[src/rtl/fetch_unit_pkg.sv]
// Shared fetch-stage types and constants for the core front end.
package core_pkg;

  localparam int XLEN   = 32;
  localparam int INST_W = 32;

  localparam logic [XLEN-1:0]   RESET_PC_DEFAULT = 32'h0000_0000;
  // Word the instruction BRAM presents on its output while held in reset.
  localparam logic [INST_W-1:0] INVALID_INST     = 32'hFFFF_FFFF;

  // One fetched instruction together with the byte address it came from.
  typedef struct packed {
    logic [XLEN-1:0]   pc;
    logic [INST_W-1:0] inst;
  } fetch_entry_t;

  // The BRAM indexes by word, so the low two address bits are always cleared.
  function automatic logic [XLEN-1:0] word_align(input logic [XLEN-1:0] addr);
    return addr & ~XLEN'(3);
  endfunction

endpackage

[src/rtl/fetch_unit_if.sv]
// Fetch-stage signal bundle: BRAM read port, redirect input, and decode handoff.
interface fetch_if;
  import core_pkg::*;

  logic              imem_en;
  logic [XLEN-1:0]   imem_addr;
  logic [INST_W-1:0] imem_dout;
  logic              redirect;
  logic [XLEN-1:0]   redirect_pc;
  logic              out_valid;
  logic              out_ready;
  logic [INST_W-1:0] out_inst;
  logic [XLEN-1:0]   out_pc;

  // Fetch unit side.
  modport master (
    output imem_en, imem_addr, out_valid, out_inst, out_pc,
    input  imem_dout, redirect, redirect_pc, out_ready
  );

  // BRAM, branch unit and decode side.
  modport slave (
    input  imem_en, imem_addr, out_valid, out_inst, out_pc,
    output imem_dout, redirect, redirect_pc, out_ready
  );
endinterface

[src/rtl/fetch_unit_skid_buf.sv]
// Two-entry {pc,inst} skid FIFO between the BRAM response and decode.
// The head entry lives in its own register so decode sees registered outputs.
module fetch_skid_buf
  import core_pkg::*;
(
  input  logic         clk,
  input  logic         rst,
  input  logic         push,
  input  logic         pop,
  input  logic         flush,
  input  fetch_entry_t din,
  output fetch_entry_t dout,
  output logic [1:0]   count
);

  fetch_entry_t head_q;
  fetch_entry_t tail_q;
  logic [1:0]   count_q;

  // Occupancy and shift storage; flush wins over push, and a pop shifts tail into head.
  always_ff @(posedge clk) begin
    // NOTE: state registers use non-blocking assignments so every flop samples pre-edge values.
    if (rst) begin
      // NOTE: the storage is cleared as well, so the head reads all-zero after reset, not stale data.
      head_q  <= '0;
      tail_q  <= '0;
      count_q <= '0;
    end else if (flush) begin
      count_q <= '0;
    end else begin
      case ({push, pop})
        2'b10: begin
          if (count_q == 2'd0) head_q <= din;
          else                 tail_q <= din;
          count_q <= count_q + 2'd1;
        end
        2'b01: begin
          head_q  <= tail_q;
          count_q <= count_q - 2'd1;
        end
        2'b11: begin
          // Pop on an empty FIFO cannot happen, so only one or two entries occur here.
          if (count_q == 2'd1) begin
            head_q <= din;
          end else begin
            head_q <= tail_q;
            tail_q <= din;
          end
        end
        default: ;
      endcase
    end
  end

  assign dout  = head_q;
  assign count = count_q;

endmodule

[src/rtl/fetch_unit.sv]
// Instruction fetch: owns the PC, issues one BRAM read per cycle while credit allows,
// and flushes all stale fetches on a branch/jump redirect.
module fetch_unit
  import core_pkg::*;
#(
  parameter logic [XLEN-1:0] RESET_PC = RESET_PC_DEFAULT,
  parameter int              DEPTH    = 2
) (
  input logic     clk,
  input logic     rst,
  fetch_if.master bus
);

  logic [XLEN-1:0] pc_q;
  logic [XLEN-1:0] req_pc_q;
  logic            req_q;
  logic [1:0]      count;
  logic            push;
  logic            pop;
  logic            issue;
  logic [2:0]      occupancy;
  logic [XLEN-1:0] fetch_addr;
  fetch_entry_t    resp;
  fetch_entry_t    head;

  // A redirect hides the head and blocks the pop in the same cycle it flushes.
  assign bus.out_valid = (count != 2'd0) & ~bus.redirect;
  assign pop           = bus.out_valid & bus.out_ready;

  // The BRAM word belongs to whatever was issued last cycle, unless a redirect makes it stale.
  assign push = req_q & ~bus.redirect;
  assign resp = '{pc: req_pc_q, inst: bus.imem_dout};

  // Credit check and fetch address: issue only if the word can land in the FIFO after this cycle's pop.
  always_comb begin
    // NOTE: every combinational output gets a default first so no path can infer a latch.
    occupancy  = 3'({1'b0, count}) + 3'({2'b00, req_q}) - 3'({2'b00, pop});
    fetch_addr = pc_q;
    issue      = 1'b0;
    if (bus.redirect) fetch_addr = word_align(bus.redirect_pc);
    if (!rst) issue = bus.redirect | (occupancy <= 3'(DEPTH - 1));
  end

  assign bus.imem_en   = issue;
  assign bus.imem_addr = fetch_addr;

  // PC and outstanding-request tracking; the address arithmetic wraps naturally at 2^32.
  always_ff @(posedge clk) begin
    if (rst) begin
      pc_q     <= RESET_PC;
      req_q    <= 1'b0;
      req_pc_q <= '0;
    end else if (issue) begin
      pc_q     <= fetch_addr + XLEN'(4);
      req_q    <= 1'b1;
      req_pc_q <= fetch_addr;
    end else begin
      req_q    <= 1'b0;
    end
  end

  fetch_skid_buf u_skid (
    .clk   (clk),
    .rst   (rst),
    .push  (push),
    .pop   (pop),
    .flush (bus.redirect),
    .din   (resp),
    .dout  (head),
    .count (count)
  );

  assign bus.out_inst = head.inst;
  assign bus.out_pc   = head.pc;

endmodule

[src/flat_wrapper.sv]
// flat-port wrapper written by rule: the top's interface ports become plain ports
module fetch_unit_flat import core_pkg::*;
#(
  parameter logic [XLEN-1:0] RESET_PC = RESET_PC_DEFAULT,
  parameter int              DEPTH    = 2
)
  (clk, rst, bus_imem_en, bus_imem_addr, bus_out_valid, bus_out_inst, bus_out_pc, bus_imem_dout, bus_redirect, bus_redirect_pc, bus_out_ready);
  fetch_if bus_i ();
  input logic clk;
  input logic rst;
  output wire logic [$bits(bus_i.imem_en)-1:0] bus_imem_en;
  output wire logic [$bits(bus_i.imem_addr)-1:0] bus_imem_addr;
  output wire logic [$bits(bus_i.out_valid)-1:0] bus_out_valid;
  output wire logic [$bits(bus_i.out_inst)-1:0] bus_out_inst;
  output wire logic [$bits(bus_i.out_pc)-1:0] bus_out_pc;
  input wire logic [$bits(bus_i.imem_dout)-1:0] bus_imem_dout;
  input wire logic [$bits(bus_i.redirect)-1:0] bus_redirect;
  input wire logic [$bits(bus_i.redirect_pc)-1:0] bus_redirect_pc;
  input wire logic [$bits(bus_i.out_ready)-1:0] bus_out_ready;
  assign bus_imem_en = bus_i.imem_en;
  assign bus_imem_addr = bus_i.imem_addr;
  assign bus_out_valid = bus_i.out_valid;
  assign bus_out_inst = bus_i.out_inst;
  assign bus_out_pc = bus_i.out_pc;
  assign bus_i.imem_dout = bus_imem_dout;
  assign bus_i.redirect = bus_redirect;
  assign bus_i.redirect_pc = bus_redirect_pc;
  assign bus_i.out_ready = bus_out_ready;
  fetch_unit #(.RESET_PC(RESET_PC), .DEPTH(DEPTH)) u_core (.clk(clk), .rst(rst), .bus(bus_i));
endmodule
[config.mk]
export PLATFORM = sky130hd
export DESIGN_NAME = fetch_unit_flat
export DESIGN_NICKNAME = d
export VERILOG_FILES = /design/src/rtl/fetch_unit_pkg.sv /design/src/rtl/fetch_unit_if.sv /design/src/rtl/fetch_unit_skid_buf.sv /design/src/rtl/fetch_unit.sv /design/src/flat_wrapper.sv
export SDC_FILE = /design/constraint.sdc
export NUM_CORES = 1
export LEC_CHECK = 0
export CAP_MARGIN = 20
export CORE_MARGIN = 1.5
export CORE_UTILIZATION = 34
export DETAILED_ROUTE_END_ITERATION = 16
export PLACE_DENSITY = 0.63
export SETUP_SLACK_MARGIN = 0.5
export SLEW_MARGIN = 20
export SYNTH_ARGS = -nofsm -noshare
export SYNTH_HDL_FRONTEND = slang
export SYNTH_HIERARCHICAL = 1
export SYNTH_SLANG_ARGS = --single-unit
[constraint.sdc]
create_clock -name clk -period 9.15 [get_ports clk]
set_input_delay 2.745 -clock clk [delete_from_list [all_inputs] [get_ports clk]]
set_output_delay 2.745 -clock clk [all_outputs]
set_load 0.005 [all_outputs]
==> qor_table.md <==
| Metric | Value |
| --- | --- |
| Outcome | complete, no violations |
| Number of clock sinks | 193 |
| Reg2reg setup slack | 5660 ps |
| Sequential-to-total area share from yosys stat | 0.387 |
| Post-layout instance area | 12,200 sq um |
| Largest buffer count on any clock path | 2 |
| Final-report setup violation count | 0 |
| Synth Net Count | 1,224 |
| Path class of the lowest-slack min-delay path | reg2reg |
| Vert. Die Dim | 174 um |
| Critical path fanouts, max | 6 |
| Count of hold buffers inserted by post-cts repair | 0 |
| Horizontal extent of the die | 174 um |
| Hold Path Stages | 2 |
| Number of antenna violations at the first check in global routing | 0 |
| Synth cell types | 69 |
| Worst hold margin | 468 ps |
| Max_cap viols | 0 |
| Mean routed wirelength per cell | 19.3 um |
| Number of pins with negative max-slew slack in the final report | 0 |
| Routability Congestion | 0.818 |
| Crit. End Element | output port |
| Layout Nets | 1,294 |
| Overall Power | 2080 uW |
| Shortest period the worst path allows | 8240 ps |
| H-tree level count | 4 |
| Unrepaired setup endpoints after global routing | no |
| Drt first-iter violations | 988 |
| Port Buffers | 163 |
| Predominant post-synthesis flop cell | sky130_fd_sc_hd__dfxtp_1 |
| Cts bufs inserted | 17 |
| Setup clock skew after layout | 26.8 ps |
| Antenna fix cells | 0 |
| Most frequent cells in the layout | sky130_fd_sc_hd__dfxtp_1, sky130_fd_sc_hd__clkdlybuf4s50_1, sky130_fd_sc_hd__a21oi_1 |
| Count of antenna-violating nets left after detailed routing | 0 |
| Post-detailed-placement cell area | 11,500 sq um |
| PD cells | 172 nW/um^2 |
| Clock latency on the worst-skew pair | 460 ps |
| Number of flops mapped to enable cells by yosys | 0 |
| Final hold viol count | 0 |
| Number of global-route vias before repair | 8,970 |
| FFs w/ async S/R, synth | 0 |
| Buffers inserted by post-CTS timing repair | 0 |
| Global-route wire length before repair | 49,200 um |
| Placed cell count | 1,580 |
| Register-to-Register Path Depth | 12 |
| Headroom to the max-slew limit | 0.376 |
| Ys Warns | 6 |
| Die Area | 30,400 sq um |
| First drt pass iteration count | 5 |
| Ports | 166 |
| Core Footprint | 28,800 sq um |
| Fmax | 0.121 GHz |
| Setup crit start kind | input pin |
| Post-cts sizing count | 0 |
| Crit Path Class | in2out |
| Vias | 9,505 |
| Synthesized flop and latch total | 193 |
| Hpwl dp | 18,800 um |
| Sum Neg Setup Slack | 0 ps |
| Critical path data arrival time | 5490 ps |
| Cells after synthesis | 1,145 |
| Global route total overflow | 0 |
| Pleak | 0.00414 uW |
| DRC viols | 0 |
| Clock slew at reported path FFs | 70 ps |
| Measured slew at the worst slew-check pin | 936 ps |
| Period utilization | 0.900 |
| Area growth from synthesis to final layout | 21.8% |
| Clock tree from TritonCTS | done |
| GRT Total Usage | 0.200 |
| Initial core utilization | 0.346 |
| Clk Tree Root Cell | sky130_fd_sc_hd__clkbuf_16 |
| Routed vias/inst | 5.90 |
| CP required | 6410 ps |
| Fraction of layout instances using a drive strength above 1 | 0.0879 |
| Cell Area, Synth | 9970 sq um |
| Leading cell type in the layout, fill and taps excluded | sky130_fd_sc_hd__dfxtp_1 |
| Avg Synthesized Cell Area | 8.71 sq um |
| Peak supply drop | 0.103 mV |
| Post-route non-filler standard cell count | 1,612 |
| Overall routed net length | 31,000 um |
| Maximum number of pins on one net before global-route repair | 82 |
| Num rows | 62 |
## final timing paths
path                         endpoint                startpoint
min reg2reg  u_core/u_skid/tail_q[55]  u_core/u_skid/tail_q[55]
min          u_core/u_skid/tail_q[55]  u_core/u_skid/tail_q[55]
max                       bus_imem_en             bus_out_ready
max reg2reg           u_core/pc_q[22]    u_core/u_skid/count[0]
## worst max-delay path, stage by stage
cell and delay (ps):
sky130_fd_sc_hd__clkdlybuf4s50_1 390, sky130_fd_sc_hd__and2_1 210, sky130_fd_sc_hd__ha_1 300, sky130_fd_sc_hd__inv_1 40, sky130_fd_sc_hd__ha_1 170, sky130_fd_sc_hd__fa_1 370
sky130_fd_sc_hd__xnor2_1 180, sky130_fd_sc_hd__o21bai_4 140, sky130_fd_sc_hd__nand2_1 160, sky130_fd_sc_hd__inv_1 230, sky130_fd_sc_hd__clkdlybuf4s50_1 550
## through the flow
stage	util	setup WS, ps
3_3_place_gp	0.401	913
2_1_floorplan	-	761
4_1_cts	0.422	894
5_1_grt	0.422	798
6_report	0.422	912
3_5_place_dp	0.401	904
## cells by family after synthesis
kind of cell | count (synthesis) | synth area share
compound gates | 479 | 0.334
buf+inv | 170 | 0.0872
fa+ha+maj | 11 | 0.0146
xor+xnor | 12 | 0.0105
flops | 193 | 0.387
mux | 29 | 0.0297
simple gates | 251 | 0.137
## cell type report
type | instances | area, sq um
Fill cell | 2878 | 16600
Multi-Input combinational cell | 782 | 5280
Sequential cell | 193 | 3860
Timing Repair Buffer | 182 | 1770
Tap cell | 384 | 480
Clock buffer | 17 | 425
Clock inverter | 15 | 185
Inverter | 39 | 146
## report_power, final
part / total (uW) / leakage, uW / internal, uW / switching (uW)
combinational: 364 / 0.00227 / 160 / 204
clock: 783 / 0.000299 / 395 / 388
sequential: 938 / 0.00158 / 893 / 44.4
total: 2080 / 0.00414 / 1450 / 636
## layer usage
| layer | wire length, um | track usage | vias to the layer above | part of all wire |
|---|---|---|---|---|
| met5 | 0 | 0 | - | 0 |
| met2 | 13700 | 0.306 | 386 | 0.44 |
| met1 | 14700 | 0.285 | 4588 | 0.47 |
| met4 | 374 | 0.0542 | 0 | 0.012 |
| met3 | 2230 | 0.0413 | 23 | 0.072 |
| li1 | - | - | 4508 | - |
## Yosys cell counts, types with 38 or more instances
library cell,instances,area (sq um)
sky130_fd_sc_hd__clkbuf_1,38,143
sky130_fd_sc_hd__nand2_1,41,154
sky130_fd_sc_hd__o21ai_0,74,370
sky130_fd_sc_hd__o31ai_1,70,526
sky130_fd_sc_hd__buf_2,66,330
sky130_fd_sc_hd__o211ai_1,64,480
sky130_fd_sc_hd__nor2_1,43,161
sky130_fd_sc_hd__inv_1,39,146
sky130_fd_sc_hd__a311oi_1,44,385
sky130_fd_sc_hd__a21oi_1,142,711
sky130_fd_sc_hd__nand3_1,90,450
sky130_fd_sc_hd__dfxtp_1,193,3860
## flip-flops by register name (all words and copies together) (netlist names)
name                  count
u_core/u_skid/dout       64
u_core/req_q              1
u_core/u_skid/count       2
u_core/u_skid/tail_q     64
u_core/req_pc_q          30
u_core/pc_q              32
No activity file was read; power rests on OpenSTA's default activity.
